File: src/rtl/mem_arbiter.sv
// Two-port block-burst memory arbiter: I-cache and D-cache share one main memory.
// Optional ARB_ROUND_ROBIN_EN: alternate preference on contention instead of D-over-I.
module mem_arbiter #(
  parameter int unsigned c_block_size = 2,
  parameter int unsigned c_line_size  = 64,
  parameter int unsigned address_size = 32
) (
  input  logic                                            arb_clk_i,
  input  logic                                            arb_reset_i,

  input  logic                                            i_read_i,
  input  logic                                            i_wr_i,
  input  logic [address_size-c_block_size-3:0]            i_addr_i,
  input  logic [(2**c_block_size)*c_line_size-1:0]        i_wr_data_i,
  output logic                                            i_busywait_o,
  output logic [(2**c_block_size)*c_line_size-1:0]        i_read_data_o,
  output logic                                            i_done_o,

  input  logic                                            d_read_i,
  input  logic                                            d_wr_i,
  input  logic [address_size-c_block_size-3:0]            d_addr_i,
  input  logic [(2**c_block_size)*c_line_size-1:0]        d_wr_data_i,
  output logic                                            d_busywait_o,
  output logic [(2**c_block_size)*c_line_size-1:0]        d_read_data_o,
  output logic                                            d_done_o,

  output logic                                            m_read_o,
  output logic                                            m_wr_o,
  output logic [address_size-c_block_size-3:0]            m_addr_o,
  output logic [(2**c_block_size)*c_line_size-1:0]        m_wr_data_o,
  input  logic                                            m_busywait_i,
  input  logic [(2**c_block_size)*c_line_size-1:0]        m_read_data_i,
  input  logic                                            m_read_done_i,
  input  logic                                            m_write_done_i
);

  localparam int unsigned AW = address_size - c_block_size - 2;
  localparam int unsigned BW = (2**c_block_size) * c_line_size;

  typedef enum logic [1:0] {IDLE, ISSUE, WAIT, RELEASE} state_t;

  state_t          state;
  logic            i_grant_q;
  logic            d_grant_q;
  logic            op_wr_q;
  logic [AW-1:0]   addr_q;
  logic [BW-1:0]   wdata_q;

  logic            i_req;
  logic            d_req;
  logic            prefer_d;
  logic            pick_d;
  logic            in_service;
  logic            done_hit;
  logic            unused_mem_busy;

  assign unused_mem_busy = m_busywait_i;

  assign i_req = i_read_i | i_wr_i;
  assign d_req = d_read_i | d_wr_i;

`ifdef ARB_ROUND_ROBIN_EN
  logic rr_ptr_d;
  assign prefer_d = rr_ptr_d;
`else
  assign prefer_d = 1'b1;
`endif

  assign pick_d     = d_req & (prefer_d | ~i_req);
  assign in_service = (state == ISSUE) | (state == WAIT);
  // Only the completion pulse matching the latched op ends the transaction.
  assign done_hit   = op_wr_q ? m_write_done_i : m_read_done_i;

  assign i_busywait_o = (i_req | (i_grant_q & in_service)) & ~i_done_o;
  assign d_busywait_o = (d_req | (d_grant_q & in_service)) & ~d_done_o;

  always_ff @(posedge arb_clk_i or posedge arb_reset_i) begin
    if (arb_reset_i) begin
      state         <= IDLE;
      i_grant_q     <= 1'b0;
      d_grant_q     <= 1'b0;
      op_wr_q       <= 1'b0;
      addr_q        <= '0;
      wdata_q       <= '0;
      m_read_o      <= 1'b0;
      m_wr_o        <= 1'b0;
      m_addr_o      <= '0;
      m_wr_data_o   <= '0;
      i_read_data_o <= '0;
      d_read_data_o <= '0;
      i_done_o      <= 1'b0;
      d_done_o      <= 1'b0;
`ifdef ARB_ROUND_ROBIN_EN
      rr_ptr_d      <= 1'b1;
`endif
    end else begin
      i_done_o <= 1'b0;
      d_done_o <= 1'b0;
      case (state)
        IDLE: begin
          if (i_req | d_req) begin
            i_grant_q <= ~pick_d;
            d_grant_q <= pick_d;
            op_wr_q   <= pick_d ? ~d_read_i : ~i_read_i;
            addr_q    <= pick_d ? d_addr_i : i_addr_i;
            wdata_q   <= pick_d ? d_wr_data_i : i_wr_data_i;
            state     <= ISSUE;
          end
        end
        ISSUE: begin
          m_read_o    <= ~op_wr_q;
          m_wr_o      <= op_wr_q;
          m_addr_o    <= addr_q;
          m_wr_data_o <= wdata_q;
          state       <= WAIT;
        end
        WAIT: begin
          if (done_hit) begin
            m_read_o <= 1'b0;
            m_wr_o   <= 1'b0;
            if (!op_wr_q) begin
              if (d_grant_q) d_read_data_o <= m_read_data_i;
              else           i_read_data_o <= m_read_data_i;
            end
            i_done_o <= i_grant_q;
            d_done_o <= d_grant_q;
            state    <= RELEASE;
          end
        end
        RELEASE: begin
          // Requests stay low for this cycle so memory cannot re-launch the finished burst.
`ifdef ARB_ROUND_ROBIN_EN
          rr_ptr_d  <= i_grant_q;
`endif
          i_grant_q <= 1'b0;
          d_grant_q <= 1'b0;
          state     <= IDLE;
        end
        default: state <= IDLE;
      endcase
    end
  end

endmodule

File: config.mk
export PLATFORM = sky130hd
export DESIGN_NAME = mem_arbiter
export DESIGN_NICKNAME = d
export VERILOG_FILES = /design/src/rtl/mem_arbiter.sv
export SDC_FILE = /design/constraint.sdc
export NUM_CORES = 2
export LEC_CHECK = 0
export CORE_AREA = 2 2 642 644
export CTS_CLUSTER_DIAMETER = 200
export DETAILED_ROUTE_END_ITERATION = 16
export DIE_AREA = 0 0 644 646
export DONT_BUFFER_PORTS = 1
export SLEW_MARGIN = 20
export SYNTH_ARGS = -nofsm -noshare
export SYNTH_HDL_FRONTEND = slang
export SYNTH_SLANG_ARGS = --single-unit
File: constraint.sdc
create_clock -name arb_clk_i -period 41.2 [get_ports arb_clk_i]
set_input_delay 12.36 -clock arb_clk_i [delete_from_list [all_inputs] [get_ports arb_clk_i]]
set_output_delay 12.36 -clock arb_clk_i [all_outputs]
set_load 0.02 [all_outputs]
==> metrics.csv <==
stage,metric,value,unit
pwr,p_total,5.16,mW
sta,worst_pin_slew,1110,ps
sta,slew_headroom,25.7,%
pwr,pwr_density_cell,95.1,mW/mm²
sta,grt_setup_unrepaired,false,
critical_path,critical_path.max_stage_delay,260,ps
synth,ys_ff_latch,1089,
critical_path,critical_path_arrival,12810,ps
sta,fmaxAchievable,0.0397,GHz
routing,drt-total-wl,287000,µm
global_route,grt_max_degree,181,
floorplanning,fp-row-count,235,
routing,dr_total_vias,27209,
synth,postSynthAreaPerCell,14.5,µm²
sta,finalSetupViolCount,0,
sta,hold_viol_final,0,
finish,final_layout_size_suffix_gt1_share,32.4,%
clock_tree,cts.htree.levels,4,
global_route,gr-usage-all-layers,13.2,%
sta,fin_setup_tns,0,ps
floorplanning,core,0.409,mm²
routing,drc,0,
clock_tree,cts_sinks,1089,
clock_tree,cts_resized,0,
routing,wl_per_cell,32.9,µm
pwr,peakVddDrop,0.0460,mV
min_path,worstHoldPathType,register to register,
sta,clock_skew,66.7,ps
global_route,gr-total-overflow,0,
placement,io_buffers,0,
routing,drt-pass1-iter-count,5,
placement,dp_slack,16030,ps
finish,final_cells,8715,
clock_tree,clock_tree.buffer_depth,4,
floorplanning,initial_core_util,10.5,%
routing,ant_nets,0,
critical_path,worstSetupStartpointType,input pin,
critical_path,cp_max_fo,5,
critical_path,cp_slowest_cell,a211oi_1,
sta,fin_crit,25170,ps
pwr,p_leak,21.4,nW
clock_tree,cts_tree,done,
critical_path,cp_num_buf_inv,0,
global_route,grt_antenna_before_repair,263,
synth,synth_area,0.0428,mm²
finish,finalNetCount,3796,
critical_path,cp.required,28840,ps
sta,fin_ws,16030,ps
critical_path,critPathTopFamily,compound AO/OA/AOI/OAI gates,
critical_path,critPathKind,input pin to output port,
placement,hpwl,250000,µm
floorplanning,fp.dieH,646,µm
flow_run,drv_cap,0,
synth,yosysUniqueCellTypes,31,
routing,avgViaCountPerCell,3.12,
run_status,status,finished clean,
synth,ys_seq_area_share,63.7,%
clock_tree,cts_buffers,136,
placement,dp_cells,8270,
clock_tree,clk_latency,840,ps
sta,fin_crit_sh,61.1,%
finish,final_area,0.0542,mm²
sta,timing.hold.ws,478,ps
finish,syn_to_final_growth,26.7,%
routing,drt-initial-drc-count,2215,
placement,routabilityCongestion,0.987,
critical_path,critPathCaptureType,output port,
critical_path,crit_chain,a211oi_1 > nor2_1,
synth,synthCells,2961,
synth,synth_warnings,0,
clock_tree,cts-root-buf,clkbuf_16,
placement,placed_area,0.0491,mm²
sta,slew_violations,0,
clock_tree,cts.hold.buffers_added,0,
floorplanning,die_x,644,µm
finish,final_util,13.3,%
global_route,grt_pass1_wl,345000,µm
floorplanning,io-pin-count,1635,
synth,syn-num-nets,3799,
clock_tree,clk_pin_slew,60,ps
global_route,grt_pass1_vias,26205,
floorplanning,die-area,0.416,mm²
clock_tree,cts_post_setup_buffers_inserted,0,
[cell usage in the layout (no fill, tap or decap), types with 4 or more instances in the layout]
| cell | count |
|---|---|
| dfrtp_1 | 1089 |
| mux2_2 | 731 |
| nand2_1 | 287 |
| mux2i_1 | 284 |
| diode_2 | 209 |
| o21ai_0 | 203 |
| clkbuf_16 | 139 |
| o21ai_1 | 84 |
| mux2_1 | 67 |
| buf_4 | 33 |
| clkbuf_1 | 24 |
| clkbuf_8 | 22 |
| bufinv_16 | 13 |
| inv_6 | 10 |
| clkinvlp_4 | 9 |
| clkinv_2 | 9 |
| inv_1 | 6 |
| buf_12 | 6 |
| ha_1 | 4 |
| clkinv_4 | 4 |
[final cells by class]
type	instances	area, µm²
clock inverter	50	713
tap	5451	6820
sequential	1089	27300
antenna	209	523
clock buffer	185	3870
fill	45796	354000
timing repair buffer	42	434
multi-input combinational	1682	14600
inverter	7	30.0
[logic make-up (layout without fill, tap and decap cells)]
logic type | count (synthesis) | in the layout | synth area share, %
flip-flops | 1089 | 1089 | 63.7
AO/OA/AOI/OAI | 298 | 298 | 3.58
AND/OR/NAND/NOR | 297 | 297 | 2.66
multiplexers | 1082 | 1082 | 27.6
other | 0 | 209 | 0
adder cells (fa/ha/maj) | 5 | 5 | 0.146
buffers and inverters | 190 | 284 | 2.30
[state kept, by name (all words and copies together), names as in the netlist, 2 cells and up]
| register | flops |
|---|---|
| addr_q | 28 |
| d_read_data_o | 256 |
| i_read_data_o | 256 |
| m_addr_o | 28 |
| m_wr_data_o | 256 |
| state | 2 |
| wdata_q | 256 |
[where the power goes]
| part | leakage [nW] | internal (mW) | switching, mW |
|---|---|---|---|
| Clock | 2.23 | 0.746 | 0.499 |
| Sequential | 13.3 | 1.59 | 1.41 |
| Combinational | 5.91 | 0.495 | 0.419 |
[worst paths after layout]
check	startpoint	endpoint	slack, ps	cells after the start
max	i_wr_i	i_busywait_o	16030	2
min	wdata_q[79]$_DFFE_PP0P_	wdata_q[79]$_DFFE_PP0P_	480	2
max reg2reg	state[0]$_DFFE_PP0P_	wdata_q[84]$_DFFE_PP0P_	36240	9
min reg2reg	wdata_q[79]$_DFFE_PP0P_	wdata_q[79]$_DFFE_PP0P_	480	2
max in group asynchronous	arb_reset_i	m_wr_data_o[125]$_DFFE_PP0N_	24950	7
min in group asynchronous	arb_reset_i	d_read_data_o[37]$_DFFE_PP0P_	11610	2
[synth_stat cells (all sizes together)]
master / instances / area (µm²)
dfrtp: 1089 / 27300
mux2: 798 / 8990
nand2: 287 / 1080
o21ai: 287 / 1440
mux2i: 284 / 2840
buf: 147 / 811
clkbuf: 36 / 148
inv: 7 / 26.3
ha: 5 / 62.6
nor2: 3 / 13.8
a21oi: 2 / 10.0
a32o: 2 / 20.0
and3: 2 / 12.5
a211oi: 1 / 7.51
a2bb2oi: 1 / 8.76
and2: 1 / 6.26
and4: 1 / 8.76
nand4: 1 / 6.26
nor2b: 1 / 6.26
nor4: 1 / 6.26
o311ai: 1 / 8.76
o31ai: 1 / 7.51
o32a: 1 / 10.0
o32ai: 1 / 8.76
o41ai: 1 / 16.3
[layer usage]
metal / wire length (µm) / vias to the layer above / global-route usage (%)
li1: - / 10681 / -
met1: 92000 / 13869 / 12.5
met2: 137000 / 1815 / 21.9
met3: 42400 / 720 / 8.82
met4: 14800 / 124 / 5.99
met5: 845 / - / 0.0116
Power figures use the tool's default switching activity.
